File: config.mk
export PLATFORM = sky130hd
export DESIGN_NAME = pc_next_unit_flat
export DESIGN_NICKNAME = d
export VERILOG_FILES = /design/src/rtl/pc_next_unit_if.sv /design/src/rtl/pc_next_unit.sv /design/src/flat_wrapper.sv
export SDC_FILE = /design/constraint.sdc
export NUM_CORES = 1
export LEC_CHECK = 0
export ABC_AREA = 0
export CORE_UTILIZATION = 47
export CTS_BUF_LIST = sky130_fd_sc_hd__clkbuf_8
export CTS_CLUSTER_SIZE = 30
export DETAILED_ROUTE_END_ITERATION = 10
export PLACE_DENSITY = 0.83
export SETUP_SLACK_MARGIN = 0.15
export SLEW_MARGIN = 20
export SYNTH_ARGS = -nofsm -noshare
export SYNTH_HDL_FRONTEND = slang
export SYNTH_SLANG_ARGS = --single-unit
File: constraint.sdc
create_clock -name clk_i -period 5.61 [get_ports clk_i]
set_input_delay 0.8415 -clock clk_i [delete_from_list [all_inputs] [get_ports clk_i]]
set_output_delay 0.8415 -clock clk_i [all_outputs]
set_load 0.01 [all_outputs]
File: src/rtl/pc_next_unit_if.sv
// rtl/pc_next_unit_if.sv - PC stage control and result bundle
interface pc_next_unit_if #(
  parameter int CNT_WIDTH = 16
);
  logic                 stall_i;
  logic                 branch_taken_i;
  logic [31:0]          offset_sl2_i;
  logic                 jump_i;
  logic [27:0]          jump_addr_i;
  logic [31:0]          pc_o;
  logic [31:0]          pc_plus4_o;
  logic [31:0]          branch_target_o;
  logic                 flush_o;
  logic                 fault_o;
  logic [CNT_WIDTH-1:0] redirect_cnt_o;

  modport master (
    output stall_i, branch_taken_i, offset_sl2_i, jump_i, jump_addr_i,
    input  pc_o, pc_plus4_o, branch_target_o, flush_o, fault_o, redirect_cnt_o
  );

  modport slave (
    input  stall_i, branch_taken_i, offset_sl2_i, jump_i, jump_addr_i,
    output pc_o, pc_plus4_o, branch_target_o, flush_o, fault_o, redirect_cnt_o
  );
endinterface

File: src/rtl/pc_next_unit.sv
// rtl/pc_next_unit.sv - program counter with branch/jump select, flush, fault trap
module pc_next_unit #(
  parameter logic [31:0] RESET_PC  = 32'h0000_0000,
  parameter int          CNT_WIDTH = 16
) (
  input  logic           clk_i,
  input  logic           rst_i,
  pc_next_unit_if.slave  bus_if
);
  typedef enum logic [1:0] {RUN, FLUSH, FAULT} state_e;

  state_e               state_q;
  logic [31:0]          pc_q;
  logic                 flush_q;
  logic                 fault_q;
  logic [CNT_WIDTH-1:0] cnt_q;

  logic [31:0]          pc_plus4;
  logic [31:0]          branch_target;
  logic [31:0]          jump_target;
  logic                 redirect_req;
  logic [31:0]          target_d;
  logic [CNT_WIDTH-1:0] cnt_d;

  assign pc_plus4      = pc_q + 32'd4;
  assign branch_target = pc_plus4 + bus_if.offset_sl2_i;
  assign jump_target   = {pc_plus4[31:28], bus_if.jump_addr_i};

  // Jump wins over a simultaneous taken branch.
  always_comb begin
    redirect_req = bus_if.jump_i | bus_if.branch_taken_i;
    target_d     = bus_if.jump_i ? jump_target : branch_target;
    cnt_d        = (&cnt_q) ? cnt_q : cnt_q + CNT_WIDTH'(1);
  end

  always_ff @(posedge clk_i) begin
    if (rst_i) begin
      state_q <= RUN;
      pc_q    <= RESET_PC;
      flush_q <= 1'b0;
      fault_q <= 1'b0;
      cnt_q   <= '0;
    end else begin
      case (state_q)
        RUN: begin
          flush_q <= 1'b0;
          if (!bus_if.stall_i) begin
            if (!redirect_req) begin
              pc_q <= pc_plus4;
            end else if (target_d[1:0] == 2'b00) begin
              pc_q    <= target_d;
              cnt_q   <= cnt_d;
              flush_q <= 1'b1;
              state_q <= FLUSH;
            end else begin
              fault_q <= 1'b1;
              state_q <= FAULT;
            end
          end
        end
        // Redirect inputs here belong to the squashed instruction.
        FLUSH: begin
          flush_q <= 1'b0;
          if (!bus_if.stall_i) pc_q <= pc_plus4;
          state_q <= RUN;
        end
        FAULT: begin
          fault_q <= 1'b1;
        end
        default: begin
          state_q <= RUN;
          flush_q <= 1'b0;
        end
      endcase
    end
  end

  assign bus_if.pc_o            = pc_q;
  assign bus_if.pc_plus4_o      = pc_plus4;
  assign bus_if.branch_target_o = branch_target;
  assign bus_if.flush_o         = flush_q;
  assign bus_if.fault_o         = fault_q;
  assign bus_if.redirect_cnt_o  = cnt_q;
endmodule

File: src/flat_wrapper.sv
// flat-port wrapper written by rule: the top's interface ports become plain ports
module pc_next_unit_flat 
#(
  parameter logic [31:0] RESET_PC  = 32'h0000_0000,
  parameter int          CNT_WIDTH = 16
)
  (clk_i, rst_i, bus_if_stall_i, bus_if_branch_taken_i, bus_if_offset_sl2_i, bus_if_jump_i, bus_if_jump_addr_i, bus_if_pc_o, bus_if_pc_plus4_o, bus_if_branch_target_o, bus_if_flush_o, bus_if_fault_o, bus_if_redirect_cnt_o);
  pc_next_unit_if #(.CNT_WIDTH(CNT_WIDTH)) bus_if_i ();
  input  logic clk_i;
  input  logic rst_i;
  input wire logic [$bits(bus_if_i.stall_i)-1:0] bus_if_stall_i;
  input wire logic [$bits(bus_if_i.branch_taken_i)-1:0] bus_if_branch_taken_i;
  input wire logic [$bits(bus_if_i.offset_sl2_i)-1:0] bus_if_offset_sl2_i;
  input wire logic [$bits(bus_if_i.jump_i)-1:0] bus_if_jump_i;
  input wire logic [$bits(bus_if_i.jump_addr_i)-1:0] bus_if_jump_addr_i;
  output wire logic [$bits(bus_if_i.pc_o)-1:0] bus_if_pc_o;
  output wire logic [$bits(bus_if_i.pc_plus4_o)-1:0] bus_if_pc_plus4_o;
  output wire logic [$bits(bus_if_i.branch_target_o)-1:0] bus_if_branch_target_o;
  output wire logic [$bits(bus_if_i.flush_o)-1:0] bus_if_flush_o;
  output wire logic [$bits(bus_if_i.fault_o)-1:0] bus_if_fault_o;
  output wire logic [$bits(bus_if_i.redirect_cnt_o)-1:0] bus_if_redirect_cnt_o;
  assign bus_if_i.stall_i = bus_if_stall_i;
  assign bus_if_i.branch_taken_i = bus_if_branch_taken_i;
  assign bus_if_i.offset_sl2_i = bus_if_offset_sl2_i;
  assign bus_if_i.jump_i = bus_if_jump_i;
  assign bus_if_i.jump_addr_i = bus_if_jump_addr_i;
  assign bus_if_pc_o = bus_if_i.pc_o;
  assign bus_if_pc_plus4_o = bus_if_i.pc_plus4_o;
  assign bus_if_branch_target_o = bus_if_i.branch_target_o;
  assign bus_if_flush_o = bus_if_i.flush_o;
  assign bus_if_fault_o = bus_if_i.fault_o;
  assign bus_if_redirect_cnt_o = bus_if_i.redirect_cnt_o;
  pc_next_unit #(.RESET_PC(RESET_PC), .CNT_WIDTH(CNT_WIDTH)) u_core (.clk_i(clk_i), .rst_i(rst_i), .bus_if(bus_if_i));
endmodule
# After elaboration in Yosys (flattened, before gate mapping)

Cells that the tools add are included.

Output and inout bits: 114
Bits in registers: 52
Word-level logic and storage cells: 46

Add/subtract/negate cells: 3
Mux-type cells: 18
Equality and inequality tests: 7
Reductions and logical operators: 9
Bitwise gates (word level): 4

Operators with widths:

| kind                  | count |
|---|---|
| $mux 32               | 5 |
| $pmux 32 s2           | 1 |
| $add 32x3->32 const B | 1 |
| $add 32x32->32        | 1 |
| $add 16x1->16 const B | 1 |
| $reduce_and 16->1     | 1 |
| $reduce_and 4->1      | 2 |
| $mux 1                | 6 |
| $mux 2                | 3 |
| $ne 2x2->1 const B    | 3 |
| $reduce_and 5->1      | 1 |
| $logic_not 2->1       | 2 |
| $pmux 1 s2            | 2 |
| $pmux 2 s2            | 1 |
| $reduce_bool 2->1     | 2 |
| $ne 3x3->1 const B    | 1 |
| $not 1->1             | 3 |
| $reduce_and 3->1      | 1 |
| $eq 2x1->1 const B    | 1 |
| $eq 2x2->1 const B    | 1 |
| $ne 2x1->1 const B    | 1 |
| $or 1x1->1            | 1 |

# Longest topological paths before layout

Depth after elaboration: 8
Gate-level depth with buffers: 18

# Least setup slack after synthesis

OpenSTA, ideal clock, no wires.

Kind: reg-to-output
From: register u_core.pc_q[2] (netlist: u_core.bus_if.pc_o[2])
To: output bus_if_branch_target_o[28]
Slack: 995 ps
Stages on the path, launching flop included: 18
Path buffers: 2
Data arrival time: 3774 ps
Required time: 4769 ps
Cell sequence: dfxtp_1 ha_1 and3_1 clkbuf_1 nand4_1 nor2_1 nand2_1 xnor2_1 ha_1 clkbuf_1 nor3_1 a211oi_1 nand4_1 o211ai_1 a21oi_1 o31ai_1 a21oi_1 xnor2_1

Longest elaborated chain between the ends: 2

RTL lines:

| item                      | line               | source |
|---|---|---|
| start, declared           | pc_next_unit.sv:13 | `logic [31:0] pc_q;` |
| start signal, assigned    | pc_next_unit.sv:49 | `pc_q <= pc_plus4;` |
| start signal, assigned    | pc_next_unit.sv:51 | `pc_q <= target_d;` |
| start signal, assigned    | pc_next_unit.sv:64 | `if (!bus_if.stall_i) pc_q <= pc_plus4;` |
| $add 32x3->32             | pc_next_unit.sv:25 | `assign pc_plus4 = pc_q + 32'd4;` |
| net bus_if_pc_plus4_o[16] | flat_wrapper.sv:17 | `output wire logic [$bits(bus_if_i.pc_plus4_o)-1:0] bus_if_pc_plus4_o;` |
| $add 32x32->32            | pc_next_unit.sv:26 | `assign branch_target = pc_plus4 + bus_if.offset_sl2_i;` |
| end, declared             | flat_wrapper.sv:18 | `output wire logic [$bits(bus_if_i.branch_target_o)-1:0] bus_if_branch_target_o;` |

The timed path passes the listed nets, and every way through them passes these cells.

# Final worst setup path

From: register u_core.pc_q[3] (netlist: u_core.bus_if.pc_o[3])
To: output bus_if_branch_target_o[31]

Longest elaborated chain between the ends: 2

RTL lines:

| item           | line |
|---|---|
| $add 32x3->32  | pc_next_unit.sv:25 |
| $add 32x32->32 | pc_next_unit.sv:26 |

Every way passes these cells.

==> out/qor.yml <==
critical_path:
  crit_family: "compound AO/OA/AOI/OAI gates"
  crit_path_frequent_cell: "a21oi_1"
  critPathSlowestCell: "clkdlybuf4s50_1"
  crit_chain: "ha_2 -> and3_2 -> nand4_1 -> buf_4 -> nor3_4 -> xor2_2 -> ha_1 -> a21oi_1 -> o21ai_0 -> a21oi_1 -> o221ai_1 -> a21oi_2 -> o211ai_1 -> a311o_1 -> xnor2_1 -> clkdlybuf4s50_1"
  end_kind: "output pin"
  required_ns: 4.77
  worstSetupStartpointType: "flip-flop"
  worst-path-max-fanout: 7
  crit_type: "reg2out"
  crit_arrival_ns: 4.51
  r2r_slack_ns: 1.62
  slowest_delay_ns: 0.58
  worstRegToRegCells: 16
  crit_buf_inv: 2
  reg2reg_to: "u_core.bus_if.pc_o[27]"
  r2r_start: "u_core.bus_if.pc_o[3]"
cts:
  clock_path_buffers: 2
  root_buffer: "clkbuf_8"
  numCtsBuffers: 5
  clock_latency_ns: 0.31
  clk_pin_slew_ns: 0.11
  cts_tree: "done"
  cts_sinks: 52
  h-tree-depth: 2
timing:
  tns_ns: 0
  post-route-period-util_pct: 95.32
  rsz0062_at_grt: "true"
  slew_violations: 0
  fin_ws_ns: 0.2624
  tightest_slew_ns: 0.8554
  fin_crit_ns: 5.348
  setup_viol: 0
  hold_violations: 0
  slew-limit-headroom_pct: 42.98
  finalClockSkew_ns: 0.01049
  max_freq_mhz: 187.0
run_status:
  status: "finished clean"
cells_and_area:
  drive_gt1_share_pct: 8.831
  area_growth_pct: 44.54
  antenna_cells: 0
  multiInputGateArea_sq_mm: 0.003905
  layout.nets: 942
  regArea_sq_mm: 0.001044
  nFillCells: 853
  fin_cells: 974
placed_design:
  placed_cells: 961
  portBuffers: 178
  dp_hpwl_mm: 13.21
  dp_slack_ns: 0.3049
  gp_congestion: 0.9812
floorplanning:
  io_pins: 179
  die_h_microns: 104.7
  dieArea_sq_mm: 0.01097
  die_w_microns: 104.7
  core_sq_mm: 0.01028
  start_util_pct: 48.25
  rows: 37
logic_synthesis:
  synth_nets: 778
  syn_area_per_cell_sq_um: 7.368
  synthArstFlopShare_pct: 0
  synth_seq_cells: 52
  seq_area_frac_synth_pct: 20.99
  syn_area_sq_mm: 0.004959
  synth-main-ff-cell: "dfxtp_1"
  synth_warnings: 0
  synthCells: 673
  synth-edff-count: 0
  synth.distinct_cells: 63
job:
  max_cap_viol_count: 0
drt:
  wl_per_cell_microns: 17.70
  drc: 0
  drt_wl_total_mm: 17.24
  drt-initial-drc-count: 328
  via_count: 5831
  drtAntennaViolNets: 0
  viasPerCell: 5.987
  first_pass_iters: 7
grt:
  grt_pass1_wl_mm: 27.19
  antenna_found_initial: 0
  grt_max_degree: 46
  grt_pass1_vias: 5523
  track_usage_pct: 30.38
  gr-total-overflow: 0
pwr:
  power.density_mw_per_mm2: 187.7
  p_leak_nw: 2.833
  peakVddDrop_v: 0.0001240
min_path:
  hold_path_class: "reg2reg"
  hold_depth: 1
  hold-path-endpoint: "u_core.bus_if.fault_o"
  holdCritStartpoint: "u_core.bus_if.fault_o"
==> synth_stat cells (6+ instances only) <==
master	instances	area, sq um
ha_1	39	488.0
nor4_1	6	37.54
o21a_1	6	45.04
xor2_1	28	245.2
nor3_1	19	95.09
a21oi_1	69	345.3
nor2b_1	6	37.54
dfxtp_1	52	1041
nand2_1	66	247.7
clkbuf_1	28	105.1
and3_1	13	81.33
inv_1	13	48.80
mux2i_1	12	120.1
or3_1	10	62.56
o21ai_0	44	220.2
a211oi_1	8	60.06
and2_1	6	37.54
nand3_1	33	165.2
o211ai_1	6	45.04
nor2_1	67	251.5
a21o_1	13	97.59
nand4_1	9	56.30
xnor2_1	37	324.1
==> placed cells by master, fill, tap and decap left out, types with 9 or more instances in the layout <==
master             n
clkdlybuf4s50_1  177
nand2_1           66
a21oi_1           66
nor2_1            62
dfxtp_1           50
o21ai_0           44
ha_1              35
nand3_1           32
xnor2_1           32
xor2_1            24
nor3_1            17
buf_4             16
inv_1             13
a21o_1            13
and3_1            12
mux2i_1           12
or3_1             10
nand4_1            9
==> worst reg2reg max path, delay by kind of cell, from the launching register on <==
| kind | cells | cell delay (ns) |
|---|---|---|
| buffers and inverters | 1 | 0.19 |
| AND/OR/NAND/NOR | 8 | 1.49 |
| flip-flops | 1 | 0.41 |
| AO/OA/AOI/OAI | 3 | 0.81 |
| adder cells (fa/ha/maj) | 2 | 0.66 |
| XOR/XNOR | 2 | 0.33 |
==> what timing repair did <==
action / 4_1_cts / 5_1_grt
hold buffers: 0 / 0
buffers inserted: 1 / 4
gates cloned: 0 / 0
pin swaps: 1 / 7
setup endpoints to repair: 8 / 12
gates resized for setup: 9 / 29
==> metrics by stage <==
stage / area [sq um] / hold WS [ns] / util (%) / total power, mW
2_1_floorplan: 4959 / 0.4742 / - / 0.7757
3_3_place_gp: 6848 / 0.4419 / 66.63 / 1.077
3_5_place_dp: 6848 / 0.4538 / 66.63 / 1.085
4_1_cts: 7003 / 0.4809 / 68.14 / 1.314
5_1_grt: 7167 / 0.5027 / 69.73 / 1.408
6_report: 7167 / 0.4759 / 69.73 / 1.345
==> cell type report <==
cell class	count	area share, %
clock buffer	5	0.9602
tap	136	2.374
timing repair buffer	194	26.57
clock inverter	3	0.3142
multi-input combinational	570	54.49
sequential	52	14.56
inverter	14	0.7332
==> kinds of logic (layout without fill, tap and decap cells) <==
group                    after synthesis  count (layout)  synth area share, %
AND/OR/NAND/NOR                      255             255                24.70
AO/OA/AOI/OAI                        195             195                25.23
XOR/XNOR                              66              66                11.81
flip-flops                            52              52                20.99
buffers and inverters                 51             216                4.138
adder cells (fa/ha/maj)               40              40                10.24
multiplexers                          14              14                2.877
==> report_power, final <==
| group | internal [mW] | switching, mW |
|---|---|---|
| combinational | 0.342 | 0.349 |
| clock | 0.0900 | 0.141 |
| sequential | 0.389 | 0.0333 |
| total | 0.821 | 0.523 |
==> per-layer routing <==
| metal | vias up | routed length, microns | global-route usage [%] |
|---|---|---|---|
| li1 | 2764 | - | - |
| met1 | 2715 | 7117 | 37.69 |
| met2 | 305 | 8122 | 51.84 |
| met3 | 47 | 1484 | 6.613 |
| met4 | 0 | 516 | 10.36 |
| met5 | - | 0 | 0 |
==> how the worst max path moves through the flow <==
stage / startpoint / end / slack (ns) / cells after the start
2_1_floorplan: u_core.bus_if.pc_o[2] / bus_if_branch_target_o[28] / 0.99 / 17
3_3_place_gp: bus_if_offset_sl2_i[0] / bus_if_branch_target_o[28] / 0.38 / 12
3_5_place_dp: u_core.bus_if.pc_o[2] / bus_if_branch_target_o[31] / 0.30 / 15
4_1_cts: u_core.bus_if.pc_o[2] / bus_if_branch_target_o[31] / 0.13 / 15
5_1_grt: u_core.bus_if.pc_o[3] / bus_if_branch_target_o[31] / 0.12 / 16
6_report: u_core.bus_if.pc_o[3] / bus_if_branch_target_o[31] / 0.26 / 16
==> sequential cells by signal (all words and copies together) (netlist names) <==
signal / flops
u_core.bus_if.redirect_cnt_o: 16
u_core.state_q: 2
u_core.bus_if.fault_o: 1
u_core.bus_if.flush_o: 1
u_core.bus_if.pc_o: 32
(Power assumes the default switching activity.)
